**src/rtl/qspi_req_arbiter.sv**
```systemverilog
// Arbitrates XIP and indirect requests into the QSPI sequencing FSM start/busy handshake.
// Define BREAK_ON_IND_EN to let a pending indirect request abort an active XIP burst.
module qspi_req_arbiter #(
    parameter int unsigned STARVE_LIM = 4,
    parameter int unsigned START_TO   = 16
) (
    input  logic       hclk,
    input  logic       h_rst,
    input  logic       xip_req_in,
    input  logic       ind_req_in,
    input  logic       qspi_busy_in,
    output logic       xip_ack_out,
    output logic       ind_ack_out,
    output logic       xip_done_out,
    output logic       ind_done_out,
    output logic       start_new_xip_seq_out,
    output logic       start_indrct_mode_out,
    output logic       break_seq_out,
    output logic       start_err_out,
    output logic [1:0] grant_owner_out
);
    localparam int unsigned WinW = $clog2(STARVE_LIM + 1);
    localparam int unsigned ToW  = (START_TO > 1) ? $clog2(START_TO) : 1;
    localparam logic [WinW-1:0] WinLim = WinW'(STARVE_LIM);
    localparam logic [ToW-1:0]  ToLast = ToW'(START_TO - 1);

    typedef enum logic [2:0] {
        StIdle,
        StWaitXip,
        StXipAct,
        StWaitInd,
        StIndAct
    } state_e;

    state_e          r_state;
    logic [WinW-1:0] r_win_cnt;
    logic [ToW-1:0]  r_to_cnt;
    logic            r_xip_ack;
    logic            r_ind_ack;
    logic            r_xip_done;
    logic            r_ind_done;
    logic            r_start_xip;
    logic            r_start_ind;
    logic            r_start_err;
    logic [1:0]      r_grant;
    logic            w_pick_ind;

`ifdef BREAK_ON_IND_EN
    logic r_brk;
    logic r_brk_pend;

    // An XIP burst broken for an indirect request hands the next grant to indirect.
    assign w_pick_ind = ind_req_in && (!xip_req_in || (r_win_cnt == WinLim) || r_brk_pend);
    assign break_seq_out = r_brk;
`else
    assign w_pick_ind = ind_req_in && (!xip_req_in || (r_win_cnt == WinLim));
    assign break_seq_out = 1'b0;
`endif

    always_ff @(posedge hclk) begin
        if (h_rst) begin
            r_state     <= StIdle;
            r_win_cnt   <= '0;
            r_to_cnt    <= '0;
            r_xip_ack   <= 1'b0;
            r_ind_ack   <= 1'b0;
            r_xip_done  <= 1'b0;
            r_ind_done  <= 1'b0;
            r_start_xip <= 1'b0;
            r_start_ind <= 1'b0;
            r_start_err <= 1'b0;
            r_grant     <= 2'b00;
`ifdef BREAK_ON_IND_EN
            r_brk       <= 1'b0;
            r_brk_pend  <= 1'b0;
`endif
        end else begin
            r_xip_ack   <= 1'b0;
            r_ind_ack   <= 1'b0;
            r_xip_done  <= 1'b0;
            r_ind_done  <= 1'b0;
            r_start_err <= 1'b0;
            case (r_state)
                StIdle: begin
                    if (!qspi_busy_in && (xip_req_in || ind_req_in)) begin
                        r_to_cnt <= '0;
`ifdef BREAK_ON_IND_EN
                        r_brk_pend <= 1'b0;
`endif
                        if (w_pick_ind) begin
                            r_state     <= StWaitInd;
                            r_start_ind <= 1'b1;
                            r_grant     <= 2'b10;
                            r_win_cnt   <= '0;
                        end else begin
                            r_state     <= StWaitXip;
                            r_start_xip <= 1'b1;
                            r_grant     <= 2'b01;
                            if (ind_req_in && (r_win_cnt != WinLim)) begin
                                r_win_cnt <= r_win_cnt + 1'b1;
                            end
                        end
                    end
                end
                StWaitXip: begin
                    // Busy is checked first so it beats a coincident timeout.
                    if (qspi_busy_in) begin
                        r_state     <= StXipAct;
                        r_start_xip <= 1'b0;
                        r_xip_ack   <= 1'b1;
                        r_to_cnt    <= '0;
                    end else if (r_to_cnt == ToLast) begin
                        r_state     <= StIdle;
                        r_start_xip <= 1'b0;
                        r_start_err <= 1'b1;
                        r_grant     <= 2'b00;
                        r_to_cnt    <= '0;
                    end else begin
                        r_to_cnt <= r_to_cnt + 1'b1;
                    end
                end
                StXipAct: begin
                    if (!qspi_busy_in) begin
                        r_state    <= StIdle;
                        r_xip_done <= 1'b1;
                        r_grant    <= 2'b00;
`ifdef BREAK_ON_IND_EN
                        r_brk      <= 1'b0;
`endif
                    end
`ifdef BREAK_ON_IND_EN
                    else if (ind_req_in) begin
                        r_brk      <= 1'b1;
                        r_brk_pend <= 1'b1;
                    end
`endif
                end
                StWaitInd: begin
                    if (qspi_busy_in) begin
                        r_state     <= StIndAct;
                        r_start_ind <= 1'b0;
                        r_ind_ack   <= 1'b1;
                        r_to_cnt    <= '0;
                    end else if (r_to_cnt == ToLast) begin
                        r_state     <= StIdle;
                        r_start_ind <= 1'b0;
                        r_start_err <= 1'b1;
                        r_grant     <= 2'b00;
                        r_to_cnt    <= '0;
                    end else begin
                        r_to_cnt <= r_to_cnt + 1'b1;
                    end
                end
                StIndAct: begin
                    if (!qspi_busy_in) begin
                        r_state    <= StIdle;
                        r_ind_done <= 1'b1;
                        r_grant    <= 2'b00;
                    end
                end
                default: r_state <= StIdle;
            endcase
        end
    end

    assign xip_ack_out           = r_xip_ack;
    assign ind_ack_out           = r_ind_ack;
    assign xip_done_out          = r_xip_done;
    assign ind_done_out          = r_ind_done;
    assign start_new_xip_seq_out = r_start_xip;
    assign start_indrct_mode_out = r_start_ind;
    assign start_err_out         = r_start_err;
    assign grant_owner_out       = r_grant;
endmodule

```
**config.mk**
```make
export PLATFORM = sky130hd
export DESIGN_NAME = qspi_req_arbiter
export DESIGN_NICKNAME = d
export VERILOG_FILES = /design/src/rtl/qspi_req_arbiter.sv
export SDC_FILE = /design/constraint.sdc
export NUM_CORES = 1
export LEC_CHECK = 0
export BUFFER_PORTS_ARGS = -buffer_cell sky130_fd_sc_hd__buf_4
export CORE_UTILIZATION = 45
export CTS_BUF_LIST = sky130_fd_sc_hd__clkbuf_2 sky130_fd_sc_hd__clkbuf_4 sky130_fd_sc_hd__clkbuf_8
export CTS_CLUSTER_SIZE = 14
export DETAILED_ROUTE_END_ITERATION = 8
export GPL_TIMING_DRIVEN = 0
export PLACE_DENSITY = 0.72
export SYNTH_ARGS = -nofsm -noshare
export SYNTH_HDL_FRONTEND = slang
export SYNTH_SLANG_ARGS = --single-unit
```
**constraint.sdc**
```tcl
create_clock -name hclk -period 1.6 [get_ports hclk]
set_input_delay 0.32 -clock hclk [delete_from_list [all_inputs] [get_ports hclk]]
set_output_delay 0.32 -clock hclk [all_outputs]
set_load 0.1 [all_outputs]
```
# == Yosys cells after proc, flatten, opt, wreduce, memory -nomap -nowiden ==
# Cells that the tools add are included.
# totals
wordCells,89
out_inout_bits,10
register_bits,19
inputBits,5
# classes
muxes,30
reduce_logical,26
n_addsub,2
bitwise_logic,5
eq_ne,15
# ops
operator,n
$mux 3,7
$mux 2,6
$mux 4,3
$pmux 3 s4,1
$reduce_or 2->1,6
$ne 2x2->1 const B,5
$mux 1,9
$ne 3x3->1 const B,3
$pmux 4 s2,1
$reduce_and 4->1,2
$reduce_bool 2->1,4
$eq 3x2->1 const B,2
$eq 3x3->1 const B,2
$pmux 2 s3,1
$not 1->1,5
$reduce_and 5->1,1
$add 4x1->4 const B,1
$eq 4x4->1 const B,1
$pmux 1 s2,2
$reduce_and 2->1,2
$add 3x1->3 const B,1
$eq 3x1->1 const B,1
$logic_and 1x1->1,3
$logic_not 3->1,1
other kinds (6),8

# == Logic depth before layout (Yosys ltp) ==
# logic_depth
ltp_word,6
depth_mapped,6
depth_no_buf,6

# == Worst setup path after synthesis ==
# No wires, ideal clock.
# synth_path
kind,register -> register
startpoint,register r_state[1]
endpoint,register r_win_cnt[2]
t_required_ns,1.530
setup_ns,0.070
slack_ns,0.177
synth_period_minus_slack_ns,1.423
path_buffers,1
stages_incl_launch_ff,6
arrival_time_ns,1.352
path_cell_list,dfxtp_1 -> buf_6 -> nor4_4 -> nand2_2 -> or3_1 -> a21oi_1
# synth_between
elab_chain_cells,2
# synth_lines
element,line_no,text
"start, declared",35,state_e r_state;
"start signal, assigned",62,r_state <= StIdle;
"start signal, assigned",91,r_state <= StWaitInd;
"start signal, assigned",96,r_state <= StWaitXip;
$logic_not 3->1,83,case (r_state)
$reduce_and 3->1 (no line),--,
"end signal, assigned",100,r_win_cnt <= r_win_cnt + 1'b1;
"end, declared",36,logic [WinW-1:0] r_win_cnt;
# No other way between the ends.
# A chain may end at the register's enable or synchronous reset.

# == Worst setup path after layout ==
# layout_path
startpoint,register r_state[0]
endpoint,register r_win_cnt[2]
# Same word-level chain as after synthesis.

==> results.md <==
Critical path:
- The startpoint of the lowest-slack register-to-register path is r_state[0].
- The critical path capture point is r_win_cnt[2].
- STA classifies the critical path startpoint as a flop.
- The setup slack on the worst flop-to-flop path is 110 ps.
- In this run the critical register-to-register path is captured at r_win_cnt[2].
- The worst setup path is captured at a flop.
- The endpoint arrival time on the critical path is between 1500 and 2000 ps.
- The critical path starts at r_state[0].
- The largest fanout of any net on the critical path is 10.
- For the worst setup path, the data required time is 1840 ps.
- The worst setup path is of the reg -> reg kind.
- The depth of the most critical reg-to-reg path is 5.

Route:
- Detailed routing placed a total of 853 um of wire on met2.
- The length of the first detailed-routing pass in iterations is 4.
- The DRC violation total after the first TritonRoute iteration is 14.
- The number of vias per cell after detailed routing is roughly 5.5.
- After detailed routing, the average wire length per cell comes to 12.9 um.
- The met3 wire length is 87 um.
- Routed signal wires occupy layers up through met4.
- Summing over every cut layer, the via total after detailed routing is around 800.
- In the final routing, the length of wire on met1 measures 902 um.
- The remaining routing DRC violations is 0.
- The routed wire length is roughly 1.9 mm.
- The count of nets left with antenna violations after detail routing is 0.

Synthesis:
- The proportion of register bits with asynchronous set or reset after synthesis is 0%.
- The predominant post-synthesis flop cell is dfxtp_1.
- Yosys printed 0 warnings.
- The number of distinct standard cells referenced by the synthesized netlist is 36.
- The synthesized design devotes to its leading area cell type 42.2% of total area.
- The number of nets produced by synthesis is 111.
- After synthesis, the cell types taking the most area are dfxtp_1 (42%), a21oi_1 (6.1%), ha_1 (4.2%).
- By count the netlist is led by dfxtp_1 (19), a21oi_1 (11), nand2_1 (8), nor2_1 (8).
- The mean area per synthesized cell is 8.75 um2.
- The part of the Yosys area used for sequential elements is 42.2%.
- In this run, synthesis inferred 0 flip-flops with an integrated enable.
- The cell count after synthesis is 103.
- The post-synthesis cell area is ~900 um2.
- The register bit total from synthesis is 19.
- The top cell type by total area after synthesis is dfxtp_1.
- The most frequent cell after synthesis is dfxtp_1.

Global routing:
- The via count of the first global-routing pass is approximately 690.
- The initial antenna violation count is 0.
- The largest net degree at the start of global routing is 12.
- Summed over all layers, the global routing overflow is 0.
- Global routing used 18.5% of the available tracks across all layers.
- The first global-routing pass estimated around 2.8 mm of wire.

Clocking:
- The number of clock buffers added by TritonCTS is 3.
- Clock latency on the worst-skew pair, taken at its later pin, is 300 ps.
- The buffer type at the clock tree root is clkbuf_4.
- The level count of the clock H-tree is 1.
- The clock edge transition at the registers on the reported setup and hold paths is 110 ps.
- The number of buffers on the longest clock path is 2.
- The hold buffer count at cts is 0.
- Counting every sink on the clock net gives 19.
- TritonCTS built the clock tree.

STA:
- The sum of negative setup slack is 0 ps.
- Between clock sinks in the finished design, the worst skew comes to approximately 3.2 ps.
- The maximum frequency from static timing analysis is roughly 670 MHz.
- Hold timing on the final database bottoms out at a slack of around 320 ps.
- The count of final hold-check violations is 0.
- Of the available clock period, the critical path in the final layout requires 93.3%.
- The minimum clock period after layout is 1490 ps.
- The final number of max-transition violations is 0.
- The final number of setup-violating endpoints is 0.
- Setup repair after global routing left no endpoint under its margin.

Status:
- The flow ran to the end, and the final reports show no timing, DRC or antenna violations.

Cells and area:
- The utilization after layout is roughly three fifths.
- The final layout net count is 130.
- The layout-stage area growth over the synthesis result is 21.4%.
- The finished cells cover 0.00109 mm2.
- The ratio of cells with drive above 1 in the final layout is between 20% and 30%.
- 0 antenna diodes ended up in the layout.

Placed design:
- Once placement finished, the instance area stood at about 0.0010 mm2.
- Detailed placement ended at an HPWL of 1.26 mm.
- Routability-driven placement finished with a final weighted congestion of around 0.77.
- The number of port buffers is 12.

Die:
- The core footprint is 0.00180 mm2.
- In this run the count of I/O pins placed on the die edge is 15.
- The floorplan step defined a die boundary enclosing 0.00218 mm2.
- After floorplanning, the core was divided into 15 placement rows.
- In this run the horizontal extent of the chip is approximately 47 um.
- The initial cell density of the core is between 50% and 60%.
- The die is 46.7 um tall.

Power and ir drop:
- Dividing total power by cell area gives a power density of approximately 900 mW/mm2.
- The maximum VDD drop is 475 uV.
- For this design the static power due to leakage is 0.409 nW.

Min path:
- The worst min-delay path startpoint is ind_req_in.
- Along the worst hold path, the cell count comes to 3.
- The class of the tightest hold or removal check is in -> reg.

Run:
- Max-cap violations in this run came to 0.
[power breakdown]
group	leakage (nW)	internal, mW	total, mW	switching (mW)
Combinational	0.237	0.0745	0.237	0.162
Sequential	0.154	0.490	0.499	0.00952
Clock	0.0177	0.0933	0.245	0.152
Total	0.409	0.658	0.981	0.324
[logic make-up after synthesis]
logic type,Yosys count,synth area share (%)
and+or+nand+nor,44,28.3
AOI/OAI and AO/OA,26,17.9
DFF,19,42.2
buffers and inverters,9,5.83
adders and majority gates,3,4.17
muxes,1,1.11
other,1,0.416
[routing by layer]
metal / GRT usage, % / vias to the layer above
li1: - / 408
met1: 25.2 / 363
met2: 27.2 / 27
met3: 2.69 / 5
met4: 12.0 / 0
met5: 0 / -
[cell type report]
| class | instances | area, um2 |
|---|---|---|
| Fill cell | 176 | 708 |
| Multi-Input combinational cell | 75 | 497 |
| Sequential cell | 19 | 380 |
| Timing Repair Buffer | 14 | 105 |
| Buffer | 7 | 45.0 |
| Tap cell | 25 | 31.3 |
| Clock buffer | 3 | 22.5 |
| Inverter | 2 | 7.51 |
| Clock inverter | 1 | 5.00 |
[per-stage QoR]
stage                     setup WS, ps  power (mW)  cells
after CTS                         25.3       0.965    145
after global routing              8.54        1.02    146
final                              107       0.981    146
after detailed placement         -78.1       0.727    140
after floorplan                    177       0.682    103
after global placement           -14.1       0.725    140
[sequential cells by signal, summed over array words and instances (netlist names)]
signal and cells:
r_to_cnt 4, r_state 3, r_win_cnt 3, grant_owner_out 2
ind_ack_out 1, ind_done_out 1, start_err_out 1, start_indrct_mode_out 1
start_new_xip_seq_out 1, xip_ack_out 1, xip_done_out 1
[worst max-delay path, cell delays in order (launching register included)]
cell and delay, ps:
dfxtp_1 320, buf_6 140, nor4_4 350, nand2_2 130
or3_1 360, a21oi_1 140
[worst min path at each step]
stage                              end  slack, ps
finish                    r_win_cnt[1]        320
global route              r_win_cnt[0]        330
CTS                       r_win_cnt[1]        310
detailed placement  grant_owner_out[1]        450
global placement    grant_owner_out[1]        450
floorplan                 r_win_cnt[1]        450
[layout by cell type (no fill, tap or decap), types with 4 or more instances in the layout]
cell      netlist  layout
a21oi_1        11      11
buf_4           1      15
clkbuf_1        4       4
dfxtp_1        19      19
nand2_1         8       8
nand2b_1        4       4
nand3_1         4       4
nor2_1          8       8
o21ai_0         4       4
[repair_timing]
action                                  CTS  global route
pin swaps                                 0             1
setup buffers                             1             1
gates resized for setup                   0             7
endpoints found under the setup margin    1             7
No activity file was read; power rests on OpenSTA's default activity.
